**config.mk**
```make
export PLATFORM = sky130hd
export DESIGN_NAME = fx_denorm16_pipe
export DESIGN_NICKNAME = d
export VERILOG_FILES = /design/src/rtl/fx_denorm16_pipe.sv
export SDC_FILE = /design/constraint.sdc
export NUM_CORES = 1
export LEC_CHECK = 0
export ABC_CLOCK_PERIOD_IN_PS = 1200
export BUFFER_PORTS_ARGS = -buffer_cell sky130_fd_sc_hd__buf_4
export CORE_ASPECT_RATIO = 0.8
export CORE_MARGIN = 2
export CORE_UTILIZATION = 35
export CTS_CLUSTER_DIAMETER = 150
export CTS_CLUSTER_SIZE = 40
export DETAILED_ROUTE_END_ITERATION = 16
export SYNTH_ARGS = -nofsm -noshare
export SYNTH_HDL_FRONTEND = slang
export SYNTH_SLANG_ARGS = --single-unit
```
**constraint.sdc**
```tcl
create_clock -name clock -period 1.2 [get_ports clock]
set_input_delay 0.12 -clock clock [delete_from_list [all_inputs] [get_ports clock]]
set_output_delay 0.12 -clock clock [all_outputs]
set_load 0.1 [all_outputs]
```
**src/rtl/fx_denorm16_pipe.sv**
```systemverilog
// fx_denorm16_pipe: four-stage (8/4/2/1) right-shift denormalizer with guard/sticky tracking and optional round-half-up
module fx_denorm16_pipe #(
    parameter int WIDTH = 16,
    parameter int ROUND = 0
) (
    input  logic             clock,
    input  logic             reset,
    input  logic             io_in_valid,
    output logic             io_in_ready,
    input  logic [WIDTH-1:0] io_in_mant,
    input  logic [3:0]       io_in_shamt,
    output logic             io_out_valid,
    input  logic             io_out_ready,
    output logic [WIDTH-1:0] io_out_data,
    output logic             io_out_sticky,
    output logic             io_out_zero
);
    // returns {shifted data, guard, sticky}
    function automatic logic [WIDTH+1:0] stg(input logic [WIDTH-1:0] x, input logic b, input logic gi,
                                              input logic si, input logic [3:0] n);
        logic [WIDTH-1:0] m;
        m = (WIDTH'(1) << (n - 4'd1)) - WIDTH'(1);
        return b ? {x >> n, x[n - 4'd1], si | gi | (|(x & m))} : {x, gi, si};
    endfunction
    logic             v0, v1, v2, v3, a0, a1, a2, a3;
    logic [WIDTH-1:0] d0, d1, d2, d3;
    logic             g0, g1, g2, s0, s1, s2, s3;
    logic [2:0]       sh0;
    logic [1:0]       sh1;
    logic             sh2;
    logic [WIDTH+1:0] t0, t1, t2, t3;
    always_comb begin
        a3 = !v3 || io_out_ready;
        a2 = !v2 || a3;
        a1 = !v1 || a2;
        a0 = !v0 || a1;
        t0 = stg(io_in_mant, io_in_shamt[3], 1'b0, 1'b0, 4'd8);
        t1 = stg(d0, sh0[2], g0, s0, 4'd4);
        t2 = stg(d1, sh1[1], g1, s1, 4'd2);
        t3 = stg(d2, sh2, g2, s2, 4'd1);
    end
    always_ff @(posedge clock) begin
        if (!reset) begin
            {v0, v1, v2, v3} <= '0;
            {d0, d1, d2, d3} <= '0;
            {g0, g1, g2, s0, s1, s2, s3} <= '0;
            {sh0, sh1, sh2} <= '0;
        end else begin
            if (a0) begin
                v0 <= io_in_valid;
                {d0, g0, s0} <= t0;
                sh0 <= io_in_shamt[2:0];
            end
            if (a1) begin
                v1 <= v0;
                {d1, g1, s1} <= t1;
                sh1 <= sh0[1:0];
            end
            if (a2) begin
                v2 <= v1;
                {d2, g2, s2} <= t2;
                sh2 <= sh1[0];
            end
            if (a3) begin
                v3 <= v2;
                d3 <= t3[WIDTH+1:2] + WIDTH'(ROUND != 0 && t3[1]);
                s3 <= t3[1] | t3[0];
            end
        end
    end
    assign io_in_ready   = a0;
    assign io_out_valid  = v3;
    assign io_out_data   = d3;
    assign io_out_sticky = s3;
    assign io_out_zero   = d3 == '0;
endmodule
```
==> impl_results.html <==
<table>
<tr><th>Metric</th><th>Value</th></tr>
<tr><th colspan="2">Timing</th></tr>
<tr><td>Total negative slack</td><td>-2050 ps</td></tr>
<tr><td>Unrepaired setup endpoints after global routing</td><td>true</td></tr>
<tr><td>Worst-Margin Slew</td><td>401 ps</td></tr>
<tr><td>Worst path setup slack after routing</td><td>-318 ps</td></tr>
<tr><td>Final hold violation count</td><td>0</td></tr>
<tr><td>Clock tree skew after final layout</td><td>7.68 ps</td></tr>
<tr><td>Highest Clock Rate</td><td>0.659 GHz</td></tr>
<tr><td>Post-layout minimum cycle time</td><td>1520 ps</td></tr>
<tr><td>Slew HR</td><td>72.9%</td></tr>
<tr><td>Final count of pins violating max slew</td><td>0</td></tr>
<tr><td>Number of setup violations in the final report</td><td>35</td></tr>
<tr><td>Final clock period utilization by the worst path</td><td>127%</td></tr>
<tr><th colspan="2">Yosys</th></tr>
<tr><td>Combinational family with the most area after synthesis</td><td>compound AO/OA/AOI/OAI gates</td></tr>
<tr><td>Proportion of synthesized chip area in sequential cells</td><td>46.1%</td></tr>
<tr><td>Post-Synthesis Net Count</td><td>402</td></tr>
<tr><td>Yosys warning total</td><td>0</td></tr>
<tr><td>Cells after synthesis</td><td>378</td></tr>
<tr><td>Adder-Cell Fraction of Synth Area</td><td>0%</td></tr>
<tr><td>Yosys reg bits</td><td>81</td></tr>
<tr><td>FFs w/ async S/R, synth</td><td>0%</td></tr>
<tr><td>Share of the synthesized area in compound gates (AO/OA/AOI/OAI)</td><td>18.4%</td></tr>
<tr><td>Cell area after technology mapping</td><td>3520 um2</td></tr>
<tr><td>Most used flip-flop cell after synthesis</td><td>sky130_fd_sc_hd__dfxtp_1</td></tr>
<tr><td>Post-synthesis xor/xnor area fraction</td><td>0%</td></tr>
<tr><td>Simple-gate area share of the yosys netlist</td><td>15.7%</td></tr>
<tr><td>Post-synthesis cell type count</td><td>35</td></tr>
<tr><td>Number of flops mapped to enable cells by yosys</td><td>0</td></tr>
<tr><td>Synthesized area per cell</td><td>9.30 um2</td></tr>
<tr><td>Portion of netlist area occupied by mux cells</td><td>14.5%</td></tr>
<tr><th colspan="2">Hold path</th></tr>
<tr><td>Hold Path Cell Cnt</td><td>3</td></tr>
<tr><td>Classification of the worst-slack hold path</td><td>in2reg</td></tr>
<tr><td>Hold Path Sink</td><td>sh0[1]</td></tr>
<tr><td>Hold wc startpoint</td><td>io_in_shamt[1]</td></tr>
<tr><th colspan="2">Final layout</th></tr>
<tr><td>Count of nets after finishing</td><td>486</td></tr>
<tr><td>Fraction of layout cells with a size suffix above 1</td><td>53.1%</td></tr>
<tr><td>Area of the multi-input gates</td><td>2270 um2</td></tr>
<tr><td>Filler-free cell count of the finished design</td><td>603</td></tr>
<tr><td>Sequential cell area in the final layout</td><td>1680 um2</td></tr>
<tr><td>Final-layout fill cell count</td><td>815</td></tr>
<tr><td>Final antenna diode count</td><td>0</td></tr>
<tr><td>Growth of design area from synthesis to finish</td><td>61.6%</td></tr>
<tr><th colspan="2">Floorplanning</th></tr>
<tr><td>Floorplan die height</td><td>93.6 um</td></tr>
<tr><td>Floorplan Core Area</td><td>9690 um2</td></tr>
<tr><td>Starting density of the core</td><td>36.3%</td></tr>
<tr><td>Die Outline Area</td><td>10900 um2</td></tr>
<tr><td>Floorplan row count</td><td>32</td></tr>
<tr><td>Total I/O pin count</td><td>44</td></tr>
<tr><td>Die width</td><td>116 um</td></tr>
<tr><th colspan="2">Clock tree</th></tr>
<tr><td>CTS sink count</td><td>81</td></tr>
<tr><td>Reg clk slew, reported paths</td><td>60 ps</td></tr>
<tr><td>Clock buffer depth</td><td>2</td></tr>
<tr><td>Number of buffers inserted during clock tree synthesis</td><td>9</td></tr>
<tr><td>H-tree depth reported by CTS</td><td>3</td></tr>
<tr><td>TritonCTS clock tree</td><td>built</td></tr>
<tr><td>Later-pin clock latency in the skew report</td><td>350 ps</td></tr>
<tr><td>Root buf cell</td><td>sky130_fd_sc_hd__clkbuf_16</td></tr>
<tr><th colspan="2">Flow run</th></tr>
<tr><td>Reported max-cap violation count</td><td>0</td></tr>
<tr><th colspan="2">Route</th></tr>
<tr><td>Remaining number of nets flagged by the antenna check after routing</td><td>0</td></tr>
<tr><td>Routed wire per std cell</td><td>16.8 um</td></tr>
<tr><td>Iteration-0 DRC count of the detailed router</td><td>107</td></tr>
<tr><td>Post-detailed-route DRC marker count</td><td>0</td></tr>
<tr><td>DR vias</td><td>3186</td></tr>
<tr><td>Number of iterations in the first detailed-routing pass</td><td>4</td></tr>
<tr><td>Ratio of routed vias to standard cells</td><td>5.28</td></tr>
<tr><td>Wire length reported by the detailed router</td><td>10200 um</td></tr>
<tr><th colspan="2">Global route</th></tr>
<tr><td>Antenna violations before repair</td><td>0</td></tr>
<tr><td>Wire length of the first global-routing pass</td><td>14800 um</td></tr>
<tr><td>Total grt overflow</td><td>0</td></tr>
<tr><td>Maximum number of pins on one net before global-route repair</td><td>43</td></tr>
<tr><td>Via count of the first global-routing pass</td><td>3002</td></tr>
<tr><td>GRT Resource Usage Total</td><td>17.7%</td></tr>
<tr><th colspan="2">Power</th></tr>
<tr><td>Pwr Density</td><td>1130 nW/um2</td></tr>
<tr><td>Net Sw Power</td><td>1.70 mW</td></tr>
<tr><td>Leakage power figure</td><td>2.25 nW</td></tr>
<tr><td>Cell Int Power</td><td>4.73 mW</td></tr>
<tr><td>Clock power share</td><td>42.1%</td></tr>
<tr><td>Peak ir drop on the vdd network</td><td>1.23 mV</td></tr>
<tr><td>Switching power share of the total</td><td>26.4%</td></tr>
<tr><td>Power share of the sequential group</td><td>44.8%</td></tr>
<tr><td>Combinational cell fraction of total power</td><td>13.1%</td></tr>
<tr><th colspan="2">Worst setup path</th></tr>
<tr><td>Worst reg2reg path startpoint</td><td>v2</td></tr>
<tr><td>Category of the worst setup path capture point</td><td>primary output</td></tr>
<tr><td>Setup slack of the most critical reg-to-reg path</td><td>-110 ps</td></tr>
<tr><td>R2r worst-path depth</td><td>6</td></tr>
<tr><td>Crit path max fanout</td><td>2</td></tr>
<tr><td>Arrival time of the worst setup path</td><td>1400 ps</td></tr>
<tr><td>Critical path launch point type</td><td>flop</td></tr>
<tr><td>Data required time at the worst endpoint</td><td>1080 ps</td></tr>
<tr><td>Endpoint of the lowest-slack register-to-register path</td><td>d2[7]</td></tr>
<tr><td>Worst Setup Path Type</td><td>reg2out</td></tr>
<tr><th colspan="2">Placement</th></tr>
<tr><td>Cell count after placement</td><td>561</td></tr>
<tr><td>RD Place Congestion</td><td>0.811</td></tr>
<tr><td>Sum of net half-perimeters after detailed placement</td><td>5950 um</td></tr>
<tr><td>PortBufs</td><td>43</td></tr>
<tr><th colspan="2">Status</th></tr>
<tr><td>Status</td><td>complete, but fails checks</td></tr>
<tr><td>Violated checks</td><td>setup timing</td></tr>
</table>
==> worst max-delay path by stage <==
stage | start | endpoint
floorplan | io_out_valid | d0[2]
finish | io_out_data[11] | io_out_zero
global placement | io_out_data[10] | io_out_zero
global route | io_out_data[13] | io_out_zero
detailed placement | io_out_data[10] | io_out_zero
CTS | io_out_data[5] | io_out_zero
==> critical path, cell delays in order, from the launching register on <==
cell	delay [ps]
sky130_fd_sc_hd__dfxtp_4	350
sky130_fd_sc_hd__nor4_4	260
sky130_fd_sc_hd__and4_4	270
sky130_fd_sc_hd__buf_12	170
==> layer usage <==
layer | track usage [%] | wire length (um)
met1 | 23.9 | 4940
met3 | 5.64 | 337
met4 | 4.86 | 137
met2 | 27.1 | 4740
met5 | 0 | 0
==> Yosys cell counts (2+ instances only) <==
cell	instances	share of area, %
sky130_fd_sc_hd__nor2_1	50	5.3
sky130_fd_sc_hd__clkbuf_1	9	0.96
sky130_fd_sc_hd__dfxtp_1	81	46
sky130_fd_sc_hd__nand3b_1	7	1.5
sky130_fd_sc_hd__a211oi_1	51	11
sky130_fd_sc_hd__nor3_1	8	1.1
sky130_fd_sc_hd__buf_4	6	1.3
sky130_fd_sc_hd__inv_1	2	0.21
sky130_fd_sc_hd__o21ai_0	15	2.1
sky130_fd_sc_hd__nand3_1	12	1.7
sky130_fd_sc_hd__and2b_1	3	0.64
sky130_fd_sc_hd__buf_2	16	2.3
sky130_fd_sc_hd__a21oi_1	24	3.4
sky130_fd_sc_hd__mux2i_1	51	15
sky130_fd_sc_hd__buf_1	2	0.21
sky130_fd_sc_hd__nor2b_1	6	1.1
sky130_fd_sc_hd__nor4_1	4	0.71
sky130_fd_sc_hd__nand2_1	14	1.5
==> metrics by stage <==
step           power [mW]  util (%)  hold slack [ps]  setup WS, ps  area [um2]
2_1_floorplan        3.37         -              231          -170        3640
3_3_place_gp         3.60      44.6              332          -167        4330
3_5_place_dp         3.61      44.6              333          -162        4330
4_1_cts              6.35      51.8             50.6          -334        5020
5_1_grt              6.63      58.7             32.6          -358        5680
6_report             6.43      58.7             33.1          -318        5680
==> state kept, by name (all words and copies together), names as in the netlist <==
signal / flops
d1: 16
io_out_valid: 1
v0: 1
io_out_sticky: 1
v2: 1
g2: 1
d2: 16
sh1: 2
g0: 1
s2: 1
g1: 1
io_out_data: 16
v1: 1
d0: 16
sh2: 1
s0: 1
s1: 1
sh0: 3
==> cells in the final DEF, fill, tap and decap left out, types with 2 or more instances in the layout <==
| cell type | count |
|---|---|
| sky130_fd_sc_hd__a211oi_1 | 20 |
| sky130_fd_sc_hd__a211oi_2 | 30 |
| sky130_fd_sc_hd__a21oi_1 | 7 |
| sky130_fd_sc_hd__a21oi_2 | 17 |
| sky130_fd_sc_hd__and2b_1 | 3 |
| sky130_fd_sc_hd__buf_12 | 13 |
| sky130_fd_sc_hd__buf_16 | 4 |
| sky130_fd_sc_hd__buf_4 | 51 |
| sky130_fd_sc_hd__buf_6 | 29 |
| sky130_fd_sc_hd__buf_8 | 2 |
| sky130_fd_sc_hd__clkbuf_16 | 14 |
| sky130_fd_sc_hd__clkinv_2 | 2 |
| sky130_fd_sc_hd__clkinvlp_4 | 4 |
| sky130_fd_sc_hd__dfxtp_1 | 60 |
| sky130_fd_sc_hd__dfxtp_2 | 7 |
| sky130_fd_sc_hd__dfxtp_4 | 14 |
| sky130_fd_sc_hd__mux2i_1 | 51 |
| sky130_fd_sc_hd__nand2_1 | 7 |
| sky130_fd_sc_hd__nand2_2 | 3 |
| sky130_fd_sc_hd__nand2_4 | 4 |
| sky130_fd_sc_hd__nand3_1 | 4 |
| sky130_fd_sc_hd__nand3_2 | 7 |
| sky130_fd_sc_hd__nand3b_1 | 7 |
| sky130_fd_sc_hd__nor2_1 | 36 |
| sky130_fd_sc_hd__nor2_2 | 11 |
| sky130_fd_sc_hd__nor2_4 | 3 |
| sky130_fd_sc_hd__nor2b_1 | 5 |
| sky130_fd_sc_hd__nor3_2 | 3 |
| sky130_fd_sc_hd__nor3_4 | 5 |
| sky130_fd_sc_hd__nor4_2 | 2 |
| sky130_fd_sc_hd__nor4_4 | 2 |
| sky130_fd_sc_hd__o21ai_0 | 4 |
| sky130_fd_sc_hd__o21ai_1 | 6 |
| sky130_fd_sc_hd__o21ai_2 | 5 |
==> area by class of cell <==
cell class	count	share of cell area [%]
clock buffer	10	4.03
inverter	3	0.264
clock inverter	6	1.03
sequential	81	29.6
multi-input combinational	260	39.9
timing repair inverter	2	0.220
timing repair buffer	105	21.9
tap	136	2.99
==> power by group through the flow <==
stage	combinational, mW	sequential, mW	clock, mW
final	0.842	2.88	2.71
after global routing	0.892	2.89	2.85
after floorplan	0.370	3.00	0
after detailed placement	0.695	2.92	0
after global placement	0.690	2.91	0
after CTS	0.757	2.86	2.73
==> repair_timing <==
item / in CTS / in global routing
gates resized for setup: 48 / 130
hold buffers: 1 / 0
endpoints found under the hold margin: 1 / 0
setup endpoints to repair: 29 / 78
pin swaps: 14 / 43
cloned: 4 / 8
setup buffers: 12 / 4
==> kinds of logic after synthesis <==
| family | after synthesis |
|---|---|
| compound gates | 97 |
| buf+inv | 37 |
| flops | 81 |
| simple gates | 112 |
| mux | 51 |
Power figures use the tool's default switching activity.
